===== src/rtl/tl_pkg.sv =====
// -----------------------------------------------------------------------------
// tl_pkg
// Shared definitions for the tail-lamp sequencer:
//   tl_state_e  - 2-bit FSM state encoding (IDLE, LSEQ, RSEQ, HAZ)
//   phase_w()   - width of the phase counter for N lamps per side. The counter
//                 must hold 0..N, so it needs $clog2(N+1) bits.
// -----------------------------------------------------------------------------
package tl_pkg;

  typedef enum logic [1:0] {
    IDLE = 2'd0,  // all lamps off
    LSEQ = 2'd1,  // left side sequencing
    RSEQ = 2'd2,  // right side sequencing
    HAZ  = 2'd3   // all lamps on
  } tl_state_e;

  // Phase counter width for n lamps per side (n >= 1); never below 1 bit.
  function automatic int phase_w(input int n);
    int w;
    w = $clog2(n + 1);
    return (w < 1) ? 1 : w;
  endfunction

endpackage


===== src/rtl/tl_step_tick.sv =====
// -----------------------------------------------------------------------------
// tl_step_tick
// Clock-enable prescaler. Counts 0..STEP_DIV-1 and wraps; tick is high for the
// single clock in which the count sits at STEP_DIV-1, so STEP_DIV=1 yields a
// tick on every clock.
//
// Parameters:
//   STEP_DIV - clocks per tick (>= 1)
// Ports:
//   clk   - system clock, rising edge
//   reset - asynchronous active-low reset; count restarts from 0
//   tick  - one-clock-wide step enable
// -----------------------------------------------------------------------------
module tl_step_tick #(
  parameter int STEP_DIV = 1
) (
  input  logic clk,
  input  logic reset,
  output logic tick
);

  localparam int CW = (STEP_DIV > 1) ? $clog2(STEP_DIV) : 1;
  localparam logic [CW-1:0] LAST = CW'(STEP_DIV - 1);
  localparam logic [CW-1:0] ONE  = CW'(1);

  logic [CW-1:0] count;

  always_ff @(posedge clk or negedge reset) begin
    if (!reset) begin
      count <= '0;
    end else if (count == LAST) begin
      count <= '0;
    end else begin
      count <= count + ONE;
    end
  end

  assign tick = (count == LAST);

endmodule


===== src/rtl/tail_lamp_sequencer.sv =====
// -----------------------------------------------------------------------------
// tail_lamp_sequencer
// Sequential tail-lamp controller with N lamps per side. A held turn request
// lights the lamps of that side progressively from the innermost lamp out
// (off, 1, 2, ..., N, off, ...), one step per prescaler tick. Hazard (or left
// and right together) blinks all 2N lamps on/off each tick.
//
// Optional build macro: TL_BRAKE_EN
//   When defined, a brake input is added. While brake is high, every side that
//   is not currently sequencing is forced fully lit. brake is sampled on every
//   clock, not only on ticks.
//
// Parameters:
//   LAMPS_PER_SIDE - lamps per side N (>= 1); bit 0 is the innermost lamp
//   STEP_DIV       - clocks per sequence step (>= 1)
// Ports:
//   clk    - system clock, rising edge
//   reset  - asynchronous active-low reset
//   left   - left turn request (level)
//   right  - right turn request (level)
//   hazard - hazard request (level)
//   brake  - brake request (level, TL_BRAKE_EN builds only)
//   lamp_l - left lamps, 1 = lit (registered)
//   lamp_r - right lamps, 1 = lit (registered)
// -----------------------------------------------------------------------------
module tail_lamp_sequencer #(
  parameter int LAMPS_PER_SIDE = 3,
  parameter int STEP_DIV       = 1
) (
  input  logic                      clk,
  input  logic                      reset,
  input  logic                      left,
  input  logic                      right,
  input  logic                      hazard,
`ifdef TL_BRAKE_EN
  input  logic                      brake,
`endif
  output logic [LAMPS_PER_SIDE-1:0] lamp_l,
  output logic [LAMPS_PER_SIDE-1:0] lamp_r
);

  import tl_pkg::*;

  localparam int N  = LAMPS_PER_SIDE;
  localparam int PW = phase_w(N);

  localparam logic [PW-1:0] PH_ONE  = PW'(1);
  localparam logic [PW-1:0] PH_LAST = PW'(N);

  tl_state_e       state_q, state_d;
  logic [PW-1:0]   phase_q, phase_d;
  logic [N-1:0]    lamp_l_d, lamp_r_d;
  logic            tick;
  logic            haz_req;

  // Lowest 'ph' bits set: phase k lights lamps 0..k-1.
  function automatic logic [N-1:0] therm(input logic [PW-1:0] ph);
    logic [N-1:0] t;
    t = '0;
    for (int i = 0; i < N; i++) begin
      if (i < int'(ph)) t[i] = 1'b1;
    end
    return t;
  endfunction

  tl_step_tick #(
    .STEP_DIV (STEP_DIV)
  ) u_step_tick (
    .clk   (clk),
    .reset (reset),
    .tick  (tick)
  );

  // Both turn stalks at once is indistinguishable from a hazard request.
  assign haz_req = hazard | (left & right);

  // Next-state decode: requests only matter on tick clocks; otherwise hold.
  always_comb begin
    state_d = state_q;
    phase_d = phase_q;
    if (tick) begin
      case (state_q)
        IDLE: begin
          if (haz_req) begin
            state_d = HAZ;
            phase_d = '0;
          end else if (left) begin
            state_d = LSEQ;
            phase_d = PH_ONE;
          end else if (right) begin
            state_d = RSEQ;
            phase_d = PH_ONE;
          end
        end
        LSEQ, RSEQ: begin
          // Releasing or swapping the stalk does not abort: the sequence
          // runs out to all-off and the new side starts from IDLE.
          if (haz_req) begin
            state_d = HAZ;
            phase_d = '0;
          end else if (phase_q == PH_LAST) begin
            state_d = IDLE;
            phase_d = '0;
          end else begin
            phase_d = phase_q + PH_ONE;
          end
        end
        HAZ: begin
          // Unconditional return gives the on/off blink of a held hazard.
          state_d = IDLE;
          phase_d = '0;
        end
        default: begin
          state_d = IDLE;
          phase_d = '0;
        end
      endcase
    end
  end

  // Output decode from the next state so lamps change on the tick edge itself.
  always_comb begin
    lamp_l_d = '0;
    lamp_r_d = '0;
    case (state_d)
      LSEQ:    lamp_l_d = therm(phase_d);
      RSEQ:    lamp_r_d = therm(phase_d);
      HAZ: begin
        lamp_l_d = '1;
        lamp_r_d = '1;
      end
      default: ;
    endcase
`ifdef TL_BRAKE_EN
    // Brake lights every side that is not carrying the turn sequence.
    if (brake) begin
      if (state_d != LSEQ) lamp_l_d = '1;
      if (state_d != RSEQ) lamp_r_d = '1;
    end
`endif
  end

  // State, phase and lamp registers
  always_ff @(posedge clk or negedge reset) begin
    if (!reset) begin
      state_q <= IDLE;
      phase_q <= '0;
      lamp_l  <= '0;
      lamp_r  <= '0;
    end else begin
      state_q <= state_d;
      phase_q <= phase_d;
      lamp_l  <= lamp_l_d;
      lamp_r  <= lamp_r_d;
    end
  end

endmodule

===== config.mk =====
export PLATFORM = sky130hd
export DESIGN_NAME = tail_lamp_sequencer
export DESIGN_NICKNAME = d
export VERILOG_FILES = /design/src/rtl/tl_pkg.sv /design/src/rtl/tl_step_tick.sv /design/src/rtl/tail_lamp_sequencer.sv
export SDC_FILE = /design/constraint.sdc
export NUM_CORES = 1
export LEC_CHECK = 0
export BUFFER_PORTS_ARGS = -buffer_cell sky130_fd_sc_hd__buf_2
export CORE_AREA = 2 2 39 41
export CTS_CLUSTER_DIAMETER = 100
export DETAILED_ROUTE_END_ITERATION = 7
export DIE_AREA = 0 0 41 43
export GPL_TIMING_DRIVEN = 0
export SYNTH_ARGS = -nofsm -noshare
export SYNTH_HDL_FRONTEND = slang
export SYNTH_SLANG_ARGS = --single-unit

===== constraint.sdc =====
create_clock -name clk -period 2.25 [get_ports clk]
set_input_delay 0.225 -clock clk [delete_from_list [all_inputs] [get_ports clk]]
set_output_delay 0.225 -clock clk [all_outputs]
set_load 0.02 [all_outputs]

Yosys cells after proc, flatten, opt, wreduce, memory -nomap -nowiden
Index checks and enable logic that the tools add are counted.

Input bits: 5. Logic and storage cells: 41. ROM bits: 0. Latch bits: 0. Register bits: 11. Memories: 0. Memory bits (writable): 0.

Bitwise gates (word level): 2. Add/sub/neg operators: 2. Div/mod/pow operators: 0. Reductions and logical operators: 2. Shift-type cells: 0. Magnitude comparators: 3. Muxes and demuxes: 20. Multipliers: 0. Equality and inequality tests: 7.

Operators with widths (count): two-way mux 2 bit (12); one-hot mux 2 bit (3 select lines) (2); one-hot mux 3 bit (2 select lines) (2); equality test 2 bit, second input constant (5); equality test 2 x 1 -> 1 bit, second input constant (2); less-than comparator 1 x 2 -> 1 bit, first input constant (2); two-way mux 1 bit (4); adder 2 x 1 -> 2 bit, second input constant (1); logical NOT 2 bit (1); less-than comparator 2 bit, first input constant (1); OR reduction 2 bit (1); adder 1 bit, second input constant (1); AND 1 bit (1); OR 1 bit (1).

Longest topological paths before layout
Gate-level depths: netlist of the first run.

Depth after elaboration: 8. Depth in mapped cells: 7.

Cells and area by module
Synthesis of the first run repeated with hierarchy kept, for this count alone.

Cell total of the unflattened synthesis: 54. Area, all modules: 536.8 sq um.

Modules (own cells, without submodules): tail_lamp_sequencer (instances 1, area an instance 525.5 sq um, cells an instance 52, sequential area each 250.2 sq um); tl_step_tick (instances 1, area an instance 11.3 sq um, cells an instance 2, sequential area each 0.0 sq um).

Worst setup path before layout of the first run
No wires, ideal clock.

Kind: reg-to-reg. Start point: reg state_q[0]. End point: reg lamp_l[0]. Cell stages (with the launch flop): 8. Path slack: 0.680 ns. Setup time: 0.119 ns. Buffers on the path: 1. Period minus slack after synthesis: 1.570 ns. Required time: 2.131 ns. Arrival: 1.451 ns. Path through: dfrtp_1 inv_1 ha_1 buf_6 and4bb_1 nor3_4 o21ai_1 o21a_1.

Longest elaborated chain between the ends: 7.

RTL lines: start, declared (line tail_lamp_sequencer.sv:50) `tl_state_e state_q, state_d;`; start signal, assigned (line tail_lamp_sequencer.sv:151) `state_q <= state_d;`; equality test 2 x 1 -> 1 bit (tied with other cells) (line tail_lamp_sequencer.sv:82) `case (state_q)`; OR reduction 2 bit / two-way mux 2 bit (equally long branches) (line tail_lamp_sequencer.sv:82, tail_lamp_sequencer.sv:87); one-hot mux 2 bit (3 select lines) / two-way mux 2 bit (equally long branches) (line tail_lamp_sequencer.sv:82, tail_lamp_sequencer.sv:84); two-way mux 2 bit / one-hot mux 2 bit (3 select lines) (equally long branches) (line tail_lamp_sequencer.sv:81, tail_lamp_sequencer.sv:82); less-than comparator 1 x 2 -> 1 bit / two-way mux 2 bit (equally long branches) (line tail_lamp_sequencer.sv:61, tail_lamp_sequencer.sv:81); two-way mux 1 bit (tied with other cells) (line tail_lamp_sequencer.sv:61) `if (i < int'(ph)) t[i] = 1'b1;`; one-hot mux 3 bit (2 select lines) (*) (line tail_lamp_sequencer.sv:125) `case (state_d)`; net lamp_l_d[0] (line tail_lamp_sequencer.sv:52) `logic [N-1:0] lamp_l_d, lamp_r_d;`; end signal, assigned (line tail_lamp_sequencer.sv:153) `lamp_l <= lamp_l_d;`; end, declared (line tail_lamp_sequencer.sv:38) `output logic [LAMPS_PER_SIDE-1:0] lamp_l,`.

Mark *: on every way through the listed nets, which the timed path passes. The rest lies on a longest branch.

Worst setup path after layout of the first run
Start point: reg state_q[0]. End point: reg lamp_r[2].

Longest elaborated chain between the ends: 7.

RTL lines: equality test 2 x 1 -> 1 bit (tied with other cells) (line tail_lamp_sequencer.sv:82); OR reduction 2 bit / two-way mux 2 bit (equally long branches) (line tail_lamp_sequencer.sv:82, tail_lamp_sequencer.sv:87); one-hot mux 2 bit (3 select lines) / two-way mux 2 bit (equally long branches) (line tail_lamp_sequencer.sv:82, tail_lamp_sequencer.sv:84); two-way mux 2 bit / one-hot mux 2 bit (3 select lines) (equally long branches) (line tail_lamp_sequencer.sv:81, tail_lamp_sequencer.sv:82); less-than comparator 2 bit / two-way mux 2 bit (equally long branches) (line tail_lamp_sequencer.sv:61, tail_lamp_sequencer.sv:81); two-way mux 1 bit / equality test 2 bit (equally long branches) (line tail_lamp_sequencer.sv:61, tail_lamp_sequencer.sv:125); one-hot mux 3 bit (2 select lines) (*) (line tail_lamp_sequencer.sv:125); net lamp_r_d[2] (line tail_lamp_sequencer.sv:52); end signal, assigned (line tail_lamp_sequencer.sv:154) `lamp_r <= lamp_r_d;`; end, declared (line tail_lamp_sequencer.sv:39) `output logic [LAMPS_PER_SIDE-1:0] lamp_r`.

Marked as above.

==> impl_metrics.toml, run 1 <==
[outcome]
outcome = "finished clean"

[synthesis]
ys_async_sr_fraction_pct = 100
netlist_top_cells_area = "dfrtp_1 (44%), o21a_1 (7.9%), o32ai_4 (4.8%), ha_1 (4.4%), a31oi_4 (3.7%)"
yosysTopAreaCell = "dfrtp_1"
seq_area_frac_synth_pct = 43.9
synth_top_area_share_pct = 43.9
ys_seq_elements = 10
synth_most_common_cell = "dfrtp_1"
synth_cell_type_count = 25
syn_inst = 46
ys_top_cells_by_count = "dfrtp_1 (10), o21a_1 (6), inv_1 (5)"
synth-edff-count = 0
ys_warn_count = 0
syn_area_sq_um = 571
ys.flop_type = "dfrtp_1"
syn-num-nets = 53
avgSynthCellArea_sq_um = 12.4

[finish]
num-nets-final = 69
antenna_cells = 0
finalInstanceArea_sq_um = 687
fin_util_pct = 49.6
final_layout_size_suffix_gt1_share_pct = 37.7
synthToLayoutAreaGrowth_pct = 20.4

[detailed_routing]
route.detailed.drc = 0
routed_wl_um = 965
ant_nets = 0
firstDrtPassIters = 4
vias_per_cell = 5.14
drtIter0Drc = 4
via_count = 396
drt-wirelength-per-cell_um = 12.5

[timing]
fin_setup_tns_ns = 0
rsz0062_at_grt = "no"
fin_worst_skew_ns = 0.00170
final_max_slew_viol_count = 0
report.final.hold_viol_count = 0
timing.final.crit_share_pct = 74.7
fin_ws_ns = 0.569
max_slew_margin_pct = 77.8
setup_viol = 0
tightest_slew_ns = 0.333
fmax_mhz = 595
min_period_ns = 1.68

[critical_path]
r2r-start = "state_q[0]$_DFF_PN0_"
reg2reg_to = "lamp_r[2]$_DFF_PN0_"
slowest_stage = "ha_1"
r2r_cells = 6
max_stage_delay_ns = 0.40
crit_chain = "inv_1 -> ha_1 -> nor3b_1 -> o221ai_2 -> nor3_1 -> o21a_1"
cp.required_ns = 2.45
worstPathMaxFanout = 6
crit_path_start_kind = "flip-flop"
reg2reg_slack_ns = 0.57
arrival_ns = 1.88
end_kind = "flip-flop"
path_class = "reg2reg"

[global_route]
antenna_found_initial = 0
grt_pass1_wl_um = 1510
grt_pass1_vias = 356
overflow = 0
grt_max_degree = 11
grt_usage_pct = 13.1

[floorplanning]
start_util_pct = 41.2
std_cell_rows = 14
die_w_um = 41
die_area_sq_um = 1760
core_area_sq_um = 1380
pin_count = 11
die_y_um = 43

[clocking]
cts_resized = 0
cts_tree = "done"
cts-root-buf = "clkbuf_4"
cts_buffers = 3
clockBufferDepth = 2
path_clk_slew_ns = 0.06
cts_sinks = 10
clock_latency_ns = 0.26
h-tree-depth = 1

[worst_hold_path]
hold_depth = 2
hold_path_end = "phase_q[1]$_DFF_PN0_"
min_from = "hazard"
hold_path.class = "in2reg"

[placement]
dp_hpwl_um = 742
port-buffer-count = 10
dp_slack_ns = 0.573
placed_cell_area_sq_um = 641
globalplace.congestion = 0.594

[power_and_ir_drop]
p_leak_uw = 0.000330
ir_worst_vdd_v = 0.000694
power_density_nw_per_um2 = 1660

[job]
max_cap_viol_count = 0
state kept, by name, indices dropped and copies added (netlist names):
signal	cells
lamp_l	3
lamp_r	3
phase_q	2
state_q	2
metal layers:
metal | vias up | wire length [um] | track usage [%]
li1 | 200 | - | -
met1 | 190 | 458 | 17.3
met2 | 4 | 472 | 17.5
met3 | 2 | 23 | 1.57
met4 | 0 | 10 | 12.0
met5 | - | 0 | 0
power breakdown:
group	total [uW]	switching, uW	internal [uW]
combinational	686	379	307
clock	156	57.9	98.1
sequential	295	26.0	269
total	1140	463	674
repair_timing:
item,in CTS,in global routing
setup buffers,0,0
hold buffers,1,0
hold endpoints to repair,10,0
critical path, delay by kind of cell (launching register included):
kind            cells  cell delay (ns)
fa+ha+maj           1             0.40
flops               1             0.32
buf+inv             1             0.08
compound gates      2             0.32
simple gates        2             0.51
logic make-up (layout without fill, tap and decap cells):
group,Yosys count,count (layout),share of synthesized area [%]
adder cells (fa/ha/maj),2,2,4.39
AND/OR/NAND/NOR,12,12,18.2
multiplexers,1,1,1.75
buffers and inverters,6,21,5.26
flip-flops,10,10,43.9
AO/OA/AOI/OAI,15,15,26.5
worst max path at each step:
stage                         start             endpoint  depth (start not counted)
3_3_place_gp   state_q[0]$_DFF_PN0_  lamp_r[0]$_DFF_PN0_                          6
2_1_floorplan  state_q[0]$_DFF_PN0_  lamp_l[0]$_DFF_PN0_                          7
4_1_cts        state_q[0]$_DFF_PN0_  lamp_r[2]$_DFF_PN0_                          6
6_report       state_q[0]$_DFF_PN0_  lamp_r[2]$_DFF_PN0_                          6
3_5_place_dp   state_q[0]$_DFF_PN0_  lamp_r[0]$_DFF_PN0_                          6
5_1_grt        state_q[0]$_DFF_PN0_  lamp_r[2]$_DFF_PN0_                          6
final cells by class:
class | count | area [sq um]
sequential | 10 | 250
buffer | 1 | 11.3
inverter | 5 | 18.8
timing repair buffer | 11 | 60.1
tap | 16 | 20.0
clock buffer | 4 | 36.3
fill | 132 | 697
multi-input combinational | 30 | 290
metrics by stage:
stage	cells	total power, uW	hold WS (ns)
floorplan	46	854	-0.0706
CTS	77	1160	0.228
global placement	72	982	0.0918
finish	77	1140	0.244
detailed placement	72	991	0.0911
global route	77	1220	0.253
layout by cell type, fill, tap and decap left out:
master / n
nor3_1: 1
dfrtp_1: 10
nand2b_1: 1
clkbuf_4: 3
and4bb_4: 1
o221ai_2: 1
nor3b_1: 1
a21oi_1: 2
mux2i_1: 1
o21a_1: 6
buf_6: 1
clkbuf_8: 1
and4bb_1: 1
a31oi_4: 1
o211a_1: 1
nand2_1: 1
ha_1: 2
nor3_4: 1
o22ai_2: 1
dlygate4sd3_1: 1
o32ai_4: 1
nor2_2: 1
or2_1: 1
or2b_1: 1
buf_2: 10
and4bb_2: 1
o21ai_1: 2
inv_1: 5
nor2_1: 1
Power figures use the tool's default switching activity.
==> run 2, diff against run 1 <==
==> constraint.sdc (replaced) <==
create_clock -name clk -period 1.7 [get_ports clk]
set_input_delay 0.17 -clock clk [delete_from_list [all_inputs] [get_ports clk]]
set_output_delay 0.17 -clock clk [all_outputs]
set_load 0.02 [all_outputs]
==> run 2 against run 1 <==
Net effect: setup slack got worse by 0.49 ns; die area did not move; routed wire length rose by 6.4%; combinational power rose by 49%; count of clock-buffer cells in the layout did not move; sequential cell count did not move; sequential share of layout area fell by 2.1 points; global-route usage did not move; clock power rose by 32%; register-to-register slack got worse by 0.49 ns; critical path type unchanged; largest power group unchanged.
==> impl_metrics.toml, run 2 (same netlist as run 1, synthesis figures left out) <==
[floorplanning]
start_util_pct = 41.2
std_cell_rows = 14
pin_count = 11
die_area_sq_um = 1760
die_y_um = 43
core_area_sq_um = 1380
die_w_um = 41

[critical_path]
reg2reg_slack_ns = 0.08
startpoint = "state_q[0]$_DFF_PN0_"
slowest_stage = "dfrtp_1"
max_stage_delay_ns = 0.37
crit_path_start_kind = "flip-flop"
cp.buffers_inverters = 2
crit_chain = "inv_2 -> ha_4 -> buf_6 -> and4bb_1 -> nor3_4 -> o21ai_2 -> o21a_1"
cp.depth = 7
worstPathMaxFanout = 8
end_kind = "flip-flop"
reg2reg_to = "lamp_l[0]$_DFF_PN0_"
arrival_ns = 1.77
r2r-start = "state_q[0]$_DFF_PN0_"
cp-endpoint = "lamp_l[0]$_DFF_PN0_"
path_class = "reg2reg"
crit_family = "simple AND/OR/NAND/NOR gates"
r2r_cells = 7
cp.required_ns = 1.85

[power_and_ir_drop]
ir_worst_vdd_v = 0.000977
power_density_nw_per_um2 = 2220
power_frac_seq_pct = 24.4
p_leak_uw = 0.000344
p_sw_uw = 654
p_int_uw = 966
pwr-share-comb_pct = 62.8
pwr-share-clk_pct = 12.7
swShare_pct = 40.4

[detailed_routing]
via_count = 401
route.detailed.drc = 0
vias_per_cell = 5.08
drt-wirelength-per-cell_um = 13.0
ant_nets = 0
firstDrtPassIters = 4
routed_wl_um = 1030
drtIter0Drc = 4

[placement]
port-buffer-count = 10
dp_cells = 72
dp_hpwl_um = 742
globalplace.congestion = 0.594

[clocking]
cts-root-buf = "clkbuf_4"
path_clk_slew_ns = 0.06
cts_buffers = 3
h-tree-depth = 1
cts_tree = "done"
clock_latency_ns = 0.26
cts_sinks = 10
clockBufferDepth = 2

[worst_hold_path]
min_from = "hazard"
hold_path.class = "in2reg"

[finish]
antenna_cells = 0
fin_cells = 79
synthToLayoutAreaGrowth_pct = 27.6
reg.largest.list = "lamp_l (3), lamp_r (3)"
final_cell_mix = "buf_2 (10), dfrtp_1 (10), o21a_1 (6), inv_1 (4), clkbuf_4 (3)"
final_layout_size_suffix_gt1_share_pct = 47.6
num-nets-final = 71

[global_route]
grt_usage_pct = 13.1
antenna_found_initial = 0
grt_pass1_wl_um = 1510
grt_pass1_vias = 356
overflow = 0
grt_max_degree = 11

[timing]
max_slew_margin_pct = 77.6
timing.final.crit_share_pct = 95.1
fin_setup_tns_ns = 0
setup_viol = 0
fin_worst_skew_ns = 0.00170
final_max_slew_viol_count = 0
rsz0062_at_grt = "no"
min_period_ns = 1.62
report.final.hold_viol_count = 0
fmax_mhz = 619
tightest_slew_ns = 0.336

[outcome]
outcome = "finished clean"

[job]
max_cap_viol_count = 0
run 2: power by group through the flow:
stage | clock (uW) | sequential (uW) | combinational (uW)
2_1_floorplan | 0 | 475 | 654
3_3_place_gp | 0 | 395 | 904
3_5_place_dp | 0 | 396 | 916
4_1_cts | 216 | 393 | 931
5_1_grt | 224 | 402 | 1100
6_report | 206 | 395 | 1020
run 2: area by class of cell:
type	count	area (sq um)
multi-input cells	30	317
well taps	16	20.0
fillers	131	656
flip-flops and latches	10	250
inverters	5	18.8
clock buffers	4	36.3
plain buffers	1	11.3
repair buffers	13	75.1
run 2: worst min path at each step:
| stage | end | cells past startpoint |
|---|---|---|
| 2_1_floorplan | lamp_l[0]$_DFF_PN0_ | 0 |
| 3_3_place_gp | lamp_r[0]$_DFF_PN0_ | 1 |
| 3_5_place_dp | lamp_r[0]$_DFF_PN0_ | 1 |
| 4_1_cts | phase_q[1]$_DFF_PN0_ | 2 |
| 5_1_grt | phase_q[1]$_DFF_PN0_ | 2 |
| 6_report | phase_q[1]$_DFF_PN0_ | 2 |
run 2: repair_timing:
item | CTS | global route
endpoints found under the hold margin | 10 | 0
resized for setup | 1 | 5
gates cloned | 0 | 0
pin swaps | 0 | 2
hold buffers | 1 | 0
endpoints found under the setup margin | 2 | 6
buffers inserted | 0 | 2
run 2: stage by stage:
step | total power [uW] | worst slack, ns | hold WS, ns | utilization (%) | area (sq um)
after floorplan | 1130 | 0.130 | -0.126 | - | 571
after global placement | 1300 | 0.0232 | 0.0368 | 46.3 | 641
after detailed placement | 1310 | 0.0235 | 0.0361 | 46.3 | 641
after CTS | 1540 | 0.00624 | 0.173 | 50.0 | 692
after global routing | 1730 | 0.0102 | 0.220 | 52.6 | 728
final | 1620 | 0.0837 | 0.209 | 52.6 | 728
run 2: layer usage:
layer  global-route usage (%)  up-vias  wire, um  part of all wire, %
met4                     12.0        0        10                 0.97
met2                     17.5        4       511                   50
met1                     17.3      193       482                   47
li1                         -      202         -                    -
met3                     1.57        2        23                  2.2
met5                        0        -         0                    0
